[config.mk]
export PLATFORM = sky130hd
export DESIGN_NAME = dma_bus_arbiter_flat
export DESIGN_NICKNAME = d
export VERILOG_FILES = /design/src/rtl/dma_bus_arbiter_if.sv /design/src/rtl/dma_bus_arbiter.sv /design/src/flat_wrapper.sv
export SDC_FILE = /design/constraint.sdc
export NUM_CORES = 1
export LEC_CHECK = 0
export CAP_MARGIN = 25
export CORE_ASPECT_RATIO = 1.75
export CORE_MARGIN = 1.5
export CORE_UTILIZATION = 33
export DETAILED_ROUTE_END_ITERATION = 8
export PLACE_DENSITY_LB_ADDON = 0.1
export SYNTH_ARGS = -nofsm -noshare
export SYNTH_HDL_FRONTEND = slang
export SYNTH_SLANG_ARGS = --single-unit
[constraint.sdc]
create_clock -name clk -period 1.6 [get_ports clk]
set_input_delay 0.16 -clock clk [delete_from_list [all_inputs] [get_ports clk]]
set_output_delay 0.16 -clock clk [all_outputs]
set_load 0.005 [all_outputs]
[src/rtl/dma_bus_arbiter_if.sv]
// Bus bundle for dma_bus_arbiter: DMA hold/vramcs side, CPU side and memory side.
// The slave modport is the arbiter's view of the bus; the master modport is its environment's view.
interface dma_bus_arbiter_if #(
   parameter int ADDR_W = 16,
   parameter int DATA_W = 8,
   parameter int STAT_W = 16
);
   logic              hold;
   logic              hlda;
   logic [ADDR_W-1:0] dma_addr;
   logic              dma_cs;
   logic [DATA_W-1:0] dma_data;
   logic [ADDR_W-1:0] cpu_addr;
   logic [DATA_W-1:0] cpu_dout;
   logic              cpu_rw;
   logic              cpu_vma;
   logic              cpu_ba;
   logic              cpu_halt;
   logic [ADDR_W-1:0] mem_addr;
   logic [DATA_W-1:0] mem_din;
   logic [DATA_W-1:0] mem_dout;
   logic              mem_oe;
   logic              mem_we;
   logic              ba_timeout;
   logic [STAT_W-1:0] grant_cnt;

   modport slave (
      input  hold, dma_addr, dma_cs, cpu_addr, cpu_dout, cpu_rw, cpu_vma, cpu_ba, mem_din,
      output hlda, dma_data, cpu_halt, mem_addr, mem_dout, mem_oe, mem_we, ba_timeout, grant_cnt
   );

   modport master (
      output hold, dma_addr, dma_cs, cpu_addr, cpu_dout, cpu_rw, cpu_vma, cpu_ba, mem_din,
      input  hlda, dma_data, cpu_halt, mem_addr, mem_dout, mem_oe, mem_we, ba_timeout, grant_cnt
   );
endinterface

[src/rtl/dma_bus_arbiter.sv]
// Video DMA bus arbiter: halts the 6800 CPU on hold, grants the memory bus to DMA, returns it.
// Optional grant-cycle statistics counter enabled by defining DMA_STATS_EN.
module dma_bus_arbiter #(
   parameter int ADDR_W     = 16,
   parameter int DATA_W     = 8,
   parameter int BA_TIMEOUT = 15,
   parameter int STAT_W     = 16
) (
   input logic               clk,
   input logic               rst,
   dma_bus_arbiter_if.slave  bus
);
   localparam int CNT_W = (BA_TIMEOUT < 2) ? 1 : $clog2(BA_TIMEOUT + 1);
   localparam logic [CNT_W-1:0] TMO = CNT_W'(BA_TIMEOUT);
   localparam bit TMO_EN = (BA_TIMEOUT != 0);

   typedef enum logic [1:0] {
      IDLE     = 2'd0,
      HALT_REQ = 2'd1,
      GRANT    = 2'd2,
      RELEASE  = 2'd3
   } state_e;

   state_e            state_q;
   logic              hlda_q;
   logic              cpu_halt_q;
   logic              ba_timeout_q;
   logic [CNT_W-1:0]  wait_q;
   logic [CNT_W-1:0]  wait_d;
   logic [DATA_W-1:0] dma_data_q;
   logic [ADDR_W-1:0] mem_addr_s;
   logic [DATA_W-1:0] mem_dout_s;
   logic              mem_oe_s;
   logic              mem_we_s;

   assign wait_d = wait_q + CNT_W'(1'b1);

   // Arbitration FSM; a hold seen in RELEASE is only acted on once back in IDLE.
   always_ff @(posedge clk) begin
      if (!rst) begin
         state_q      <= IDLE;
         hlda_q       <= 1'b0;
         cpu_halt_q   <= 1'b0;
         ba_timeout_q <= 1'b0;
         wait_q       <= {CNT_W{1'b0}};
         dma_data_q   <= {DATA_W{1'b0}};
      end else begin
         case (state_q)
            IDLE: begin
               if (bus.hold) begin
                  state_q    <= HALT_REQ;
                  cpu_halt_q <= 1'b1;
                  wait_q     <= {CNT_W{1'b0}};
               end else begin
                  state_q <= IDLE;
               end
            end
            HALT_REQ: begin
               if (bus.cpu_ba) begin
                  state_q <= GRANT;
                  hlda_q  <= 1'b1;
               end else if (!bus.hold) begin
                  state_q <= RELEASE;
               end else if (TMO_EN && (wait_q == TMO)) begin
                  state_q      <= GRANT;
                  hlda_q       <= 1'b1;
                  ba_timeout_q <= 1'b1;
               end else begin
                  wait_q <= wait_d;
               end
            end
            GRANT: begin
               if (!bus.hold) begin
                  state_q <= RELEASE;
                  hlda_q  <= 1'b0;
               end else begin
                  state_q <= GRANT;
               end
            end
            RELEASE: begin
               state_q    <= IDLE;
               hlda_q     <= 1'b0;
               cpu_halt_q <= 1'b0;
            end
            default: begin
               state_q    <= IDLE;
               hlda_q     <= 1'b0;
               cpu_halt_q <= 1'b0;
            end
         endcase
         if (hlda_q && bus.dma_cs) begin
            dma_data_q <= bus.mem_din;
         end
      end
   end

   // Memory bus steering from the registered grant; DMA side can only read.
   always_comb begin
      mem_addr_s = bus.cpu_addr;
      mem_dout_s = bus.cpu_dout;
      mem_oe_s   = 1'b0;
      mem_we_s   = 1'b0;
      if (hlda_q) begin
         mem_addr_s = bus.dma_addr;
         mem_dout_s = {DATA_W{1'b0}};
         mem_oe_s   = bus.dma_cs;
         mem_we_s   = 1'b0;
      end else begin
         mem_addr_s = bus.cpu_addr;
         mem_dout_s = bus.cpu_dout;
         mem_oe_s   = bus.cpu_vma & bus.cpu_rw;
         mem_we_s   = bus.cpu_vma & ~bus.cpu_rw;
      end
   end

`ifdef DMA_STATS_EN
   logic [STAT_W-1:0] grant_cnt_q;
   logic [STAT_W-1:0] grant_cnt_d;

   // Saturating count of cycles spent in GRANT.
   always_comb begin
      grant_cnt_d = grant_cnt_q;
      if ((state_q == GRANT) && (grant_cnt_q != {STAT_W{1'b1}})) begin
         grant_cnt_d = grant_cnt_q + STAT_W'(1'b1);
      end else begin
         grant_cnt_d = grant_cnt_q;
      end
   end

   // Statistics register, cleared only by reset.
   always_ff @(posedge clk) begin
      if (!rst) begin
         grant_cnt_q <= {STAT_W{1'b0}};
      end else begin
         grant_cnt_q <= grant_cnt_d;
      end
   end

   assign bus.grant_cnt = grant_cnt_q;
`else
   assign bus.grant_cnt = {STAT_W{1'b0}};
`endif

   assign bus.hlda       = hlda_q;
   assign bus.cpu_halt   = cpu_halt_q;
   assign bus.ba_timeout = ba_timeout_q;
   assign bus.dma_data   = dma_data_q;
   assign bus.mem_addr   = mem_addr_s;
   assign bus.mem_dout   = mem_dout_s;
   assign bus.mem_oe     = mem_oe_s;
   assign bus.mem_we     = mem_we_s;
endmodule
[src/flat_wrapper.sv]
// flat-port wrapper written by rule: the top's interface ports become plain ports
module dma_bus_arbiter_flat 
#(
   parameter int ADDR_W     = 16,
   parameter int DATA_W     = 8,
   parameter int BA_TIMEOUT = 15,
   parameter int STAT_W     = 16
)
  (clk, rst, bus_hold, bus_dma_addr, bus_dma_cs, bus_cpu_addr, bus_cpu_dout, bus_cpu_rw, bus_cpu_vma, bus_cpu_ba, bus_mem_din, bus_hlda, bus_dma_data, bus_cpu_halt, bus_mem_addr, bus_mem_dout, bus_mem_oe, bus_mem_we, bus_ba_timeout, bus_grant_cnt);
  dma_bus_arbiter_if #(.ADDR_W(ADDR_W), .DATA_W(DATA_W), .STAT_W(STAT_W)) bus_i ();
  input logic clk;
  input logic rst;
  input wire logic [$bits(bus_i.hold)-1:0] bus_hold;
  input wire logic [$bits(bus_i.dma_addr)-1:0] bus_dma_addr;
  input wire logic [$bits(bus_i.dma_cs)-1:0] bus_dma_cs;
  input wire logic [$bits(bus_i.cpu_addr)-1:0] bus_cpu_addr;
  input wire logic [$bits(bus_i.cpu_dout)-1:0] bus_cpu_dout;
  input wire logic [$bits(bus_i.cpu_rw)-1:0] bus_cpu_rw;
  input wire logic [$bits(bus_i.cpu_vma)-1:0] bus_cpu_vma;
  input wire logic [$bits(bus_i.cpu_ba)-1:0] bus_cpu_ba;
  input wire logic [$bits(bus_i.mem_din)-1:0] bus_mem_din;
  output wire logic [$bits(bus_i.hlda)-1:0] bus_hlda;
  output wire logic [$bits(bus_i.dma_data)-1:0] bus_dma_data;
  output wire logic [$bits(bus_i.cpu_halt)-1:0] bus_cpu_halt;
  output wire logic [$bits(bus_i.mem_addr)-1:0] bus_mem_addr;
  output wire logic [$bits(bus_i.mem_dout)-1:0] bus_mem_dout;
  output wire logic [$bits(bus_i.mem_oe)-1:0] bus_mem_oe;
  output wire logic [$bits(bus_i.mem_we)-1:0] bus_mem_we;
  output wire logic [$bits(bus_i.ba_timeout)-1:0] bus_ba_timeout;
  output wire logic [$bits(bus_i.grant_cnt)-1:0] bus_grant_cnt;
  assign bus_i.hold = bus_hold;
  assign bus_i.dma_addr = bus_dma_addr;
  assign bus_i.dma_cs = bus_dma_cs;
  assign bus_i.cpu_addr = bus_cpu_addr;
  assign bus_i.cpu_dout = bus_cpu_dout;
  assign bus_i.cpu_rw = bus_cpu_rw;
  assign bus_i.cpu_vma = bus_cpu_vma;
  assign bus_i.cpu_ba = bus_cpu_ba;
  assign bus_i.mem_din = bus_mem_din;
  assign bus_hlda = bus_i.hlda;
  assign bus_dma_data = bus_i.dma_data;
  assign bus_cpu_halt = bus_i.cpu_halt;
  assign bus_mem_addr = bus_i.mem_addr;
  assign bus_mem_dout = bus_i.mem_dout;
  assign bus_mem_oe = bus_i.mem_oe;
  assign bus_mem_we = bus_i.mem_we;
  assign bus_ba_timeout = bus_i.ba_timeout;
  assign bus_grant_cnt = bus_i.grant_cnt;
  dma_bus_arbiter #(.ADDR_W(ADDR_W), .DATA_W(DATA_W), .BA_TIMEOUT(BA_TIMEOUT), .STAT_W(STAT_W)) u_core (.clk(clk), .rst(rst), .bus(bus_i));
endmodule
=== Yosys cells after proc, flatten, opt, wreduce, memory -nomap -nowiden ===
Cells that the tools add are included.

* Register bits: 17
* Bits of input ports: 55
* Output and inout port bits: 53

* Multiplexer cells: 22
* $add $sub $neg: 1
* Equality and inequality tests: 12
* Bitwise operators: 4
* Reduce and logical (&&, ||, !) cells: 9

{| class="wikitable"
|+ Operators by type and width
! kind !! number
|-
| $mux 16 || 1
|-
| $mux 4 || 4
|-
| $ne 2x2->1 const B || 5
|-
| $mux 1 || 9
|-
| $mux 8 || 1
|-
| $pmux 2 s4 || 1
|-
| $pmux 4 s2 || 1
|-
| $reduce_and 4->1 || 2
|-
| $mux 2 || 3
|-
| $reduce_and 5->1 || 1
|-
| $add 4x1->4 const B || 1
|-
| $eq 2x2->1 const B || 2
|-
| $eq 4x4->1 const B || 1
|-
| $ne 4x3->1 const B || 1
|-
| $reduce_bool 2->1 || 2
|-
| $ne 3x2->1 const B || 1
|-
| $ne 3x3->1 const B || 1
|-
| $pmux 1 s3 || 1
|-
| $reduce_bool 3->1 || 1
|-
| $and 1x1->1 || 2
|-
| $eq 2x1->1 const B || 1
|-
| $logic_not 2->1 || 1
|-
| $not 1->1 || 2
|-
| $pmux 1 s2 || 1
|-
| other kinds (2) || 2
|}

=== Longest topological paths before layout ===
* Depth after elaboration: 5
* Depth in mapped cells: 5
* Mapped depth without buffers: 5

=== Worst setup path before layout ===
No wires, ideal clock.

* Path type: register to register
* From: reg u_core.state_q[1]
* To: reg u_core.hlda_q (netlist: u_core.bus.hlda)
* Setup time: 60 ps
* Setup slack: 174 ps
* Arrival: 1366 ps
* Stages on the path, launching flop included: 6
* Buffers on the path: 0
* Path through: dfxtp_1 > inv_1 > ha_1 > nor2b_1 > a2111oi_4 > o221a_1

* Word-level cells in the longest chain between the ends: 3
* Elaborated cells between the ends (all ways): 9
* Classes of those cells: 6 x eq/ne; 1 x mux; 2 x reduce/logical

{| class="wikitable"
|+ RTL lines
! element !! line !! RTL
|-
| from (decl) || dma_bus_arbiter.sv:24 || <nowiki>state_e state_q;</nowiki>
|-
| from (signal assigned) || dma_bus_arbiter.sv:41 || <nowiki>state_q <= IDLE;</nowiki>
|-
| from (signal assigned) || dma_bus_arbiter.sv:51 || <nowiki>state_q <= HALT_REQ;</nowiki>
|-
| from (signal assigned) || dma_bus_arbiter.sv:55 || <nowiki>state_q <= IDLE;</nowiki>
|-
| $eq 2x1->1 or $eq 2x2->1 (tied branches) || dma_bus_arbiter.sv:48 || <nowiki>case (state_q)</nowiki>
|-
| $ne 3x2->1 (no source line), or another cell as far along || -- ||
|-
| $reduce_and 4->1 (no source line) || -- ||
|-
| to (signal assigned) || dma_bus_arbiter.sv:42 || <nowiki>hlda_q <= 1'b0;</nowiki>
|-
| to (signal assigned) || dma_bus_arbiter.sv:61 || <nowiki>hlda_q <= 1'b1;</nowiki>
|-
| to (signal assigned) || dma_bus_arbiter.sv:66 || <nowiki>hlda_q <= 1'b1;</nowiki>
|-
| to (decl) || dma_bus_arbiter.sv:25 || <nowiki>logic hlda_q;</nowiki>
|}

Several ways; a longest one is shown, not always the timed one.
A chain may end at the register's enable or synchronous reset.

=== Final worst setup path ===
* From: reg u_core.hlda_q (netlist: u_core.bus.hlda)
* To: out bus_mem_addr[12]

* Word-level cells in the longest chain between the ends: 1

{| class="wikitable"
|+ RTL lines
! element !! line !! RTL
|-
| $mux 16 || dma_bus_arbiter.sv:103 || <nowiki>if (hlda_q) begin</nowiki>
|-
| to (decl) || flat_wrapper.sv:25 || <nowiki>output wire logic [$bits(bus_i.mem_addr)-1:0] bus_mem_addr;</nowiki>
|}

Every way passes these cells.

==> reports/summary.txt <==
outcome - complete, no violations
minimum clock period - 1.56 ns
Nets - 312
Iter 0 DRT Violations - 18
most frequent cells in the layout - clkdlybuf4s50_1, mux2_2, nand2_1, conb_1
crit end category - primary output
Fillers - 374
sequential cell area fraction in the yosys report - 26.0%
gr ovfl total - 0
Clock Tree Buf Depth - 2
number of synthesis warnings - 0
drt wl/cell - 13.9 um
Clock Skew - 0.00162 ns
first-pass GRT wire length - 6.23 mm
placed cells - 291
CTS Buf Count - 3
Async S/R FF share, synth - 0%
Mapped Area - 1310 um^2
Finished Layout Cells - 298
RSZ-0062 raised after global routing - false
share of cells above drive strength 1 - 17.2%
# setup viols final - 0
Clock Sinks - 17
H-tree lvl count - 1
CTS tree - done
number of global-route vias before repair - 1311
worst reg-to-reg path cell count - 4
CORE AREA - 3830 um^2
HP Class - register to register
GRT Util Overall - 18.8%
placed wire-length estimate - 3.32 mm
Psw - 0.000406 W
max incr delay on CP - 0.41 ns
Top Ports - 108
main flop type after synthesis - dfxtp_1
starting density of the core - 34.2%
post-synthesis average cell area - 8.56 um^2
num rows - 30
die width - 50.6 um
register share of total power - 32.9%
critical path arrival - 1.40 ns
latest clock arrival within the worst-skew pair - 0.25 ns
max cap viols - 0
Max FO, Critical Path - 8
Internal Power - 0.00102 W
power per cell area - 609 nW/um^2
register bit count reported by yosys - 17
R2R Setup Slk - 0.10 ns
crit-path cells - buf_12 > mux2_2 > dlygate4sd2_1
WL final - 4.15 mm
initial antenna violation count - 0
VDD IR-drop max - 467 uV
Total Die Area - 4370 um^2
Clock power frac - 22.6%
final hold vios - 0
CP max-delay cell - dfxtp_4
critical path type - register to primary output
Clk Tree Root Cell - clkbuf_8
Routability Congestion - 0.762
CTS clk-pin slew, worst paths - 0.07 ns
most common cell after layout, fill and taps aside - clkdlybuf4s50_1
number of flops mapped to enable cells by yosys - 0
Sw Ratio - 28.4%
vias after detailed routing - 1378
Via density - 4.62
CP Launch Type - register
n_diodes - 0
Logic pwr share - 44.5%
Critical Path RT - 1.44 ns
Final Cycle Share - 97.4%
fin. max-slew vios - 0
setup TNS - 0 ns
Synth cell types - 41
Layout area overhead - 79.3%
antenna viol nets, final - 0
Hold Path Cell Cnt - 2
DRC errors left - 0
Detailed Routing Iterations Pass 1 - 4
highest clock frequency the design can meet - 642 MHz
largest net degree at the start of global routing - 16
Port Buffers - 91
die height - 86.3 um
P_leak - 0.944 nW
post-synthesis cell count - 153
per-layer routing:
metal  up-vias  wire length, um  global-route usage, %
li1        695                -                      -
met1       630             1460                   18.4
met2        44             2370                   37.3
met3         9              184                   2.41
met4         0              131                   8.85
met5         -                0                      0
stage by stage:
stage	util, %	cell area [um^2]	setup WS [ns]	power [W]	hold slack [ns]
6_report	61.3	2350	0.0422	0.00143	0.453
5_1_grt	61.3	2350	0.00483	0.00153	0.480
4_1_cts	60.1	2300	0.00385	0.00141	0.455
3_5_place_dp	58.7	2250	0.0233	0.00111	0.446
3_3_place_gp	58.7	2250	0.0367	0.00111	0.442
2_1_floorplan	-	1370	0.174	0.000771	0.307
path summary, 6_finish.rpt:
kind / to / from
worst max-delay path: bus_mem_addr[12] / u_core.bus.hlda
worst min-delay path: u_core.bus.dma_data[5] / u_core.bus.dma_data[5]
worst max register to register: u_core.wait_q[0] / u_core.wait_q[0]
worst min register to register: u_core.bus.dma_data[5] / u_core.bus.dma_data[5]
area by class of cell:
type	count	area, um^2	share of cell area (%)
Timing Repair Buffer	102	1020	43.6
Multi-Input combinational cell	122	855	36.4
Sequential cell	17	345	14.7
Tap cell	48	60.1	2.56
Clock buffer	4	45.0	1.92
Inverter	5	18.8	0.799
critical path: cells and delay by family, from the launching register on:
family	cells	cell delay (ns)
flops	1	0.41
buf+inv	2	0.40
mux	1	0.33
cells in the mapped netlist, types with 2 or more instances:
library cell / number / area, um^2
o221a_2: 2 / 22.5
ha_1: 6 / 75.1
nor2_1: 5 / 18.8
o21ai_0: 2 / 10.0
nor2b_1: 10 / 62.6
buf_2: 3 / 15.0
o22ai_1: 2 / 12.5
mux2_2: 16 / 180
nand2b_1: 2 / 12.5
a211oi_1: 2 / 15.0
dfxtp_1: 17 / 340
inv_1: 5 / 18.8
a21oi_1: 10 / 50.1
nand3b_1: 2 / 15.0
nand2_1: 16 / 60.1
buf_4: 16 / 120
nand3_1: 10 / 50.1
clkbuf_1: 3 / 11.3
o21a_1: 2 / 15.0
registers in the layout, summed over array words and instances (netlist names):
name / count
u_core.bus.hlda: 1
u_core.bus.cpu_halt: 1
u_core.bus.ba_timeout: 1
u_core.wait_q: 4
u_core.state_q: 2
u_core.bus.dma_data: 8
power groups by stage:
stage	Combinational (W)	Sequential [W]	Clock (W)
floorplan	0.000298	0.000472	0
global placement	0.000635	0.000472	0
detailed placement	0.000638	0.000473	0
CTS	0.000611	0.000468	0.000331
global route	0.000695	0.000474	0.000358
finish	0.000636	0.000470	0.000324
cell families (layout without fill, tap and decap cells):
kind of cell | count (synthesis) | count (layout) | share of synthesized area, %
buffers and inverters | 29 | 111 | 13.8
adders and majority gates | 6 | 6 | 5.73
AOI/OAI and AO/OA | 29 | 29 | 17.0
other | 1 | 16 | 0.286
and+or+nand+nor | 54 | 54 | 22.7
DFF | 17 | 17 | 26.0
muxes | 17 | 17 | 14.5
what timing repair did:
action / CTS / global route
buffers inserted: 1 / 0
cloned: 1 / 1
hold buffers: 0 / 0
setup endpoints to repair: 26 / 18
resized for setup: 29 / 15
Note: power is estimated with default switching activity, not from simulation.
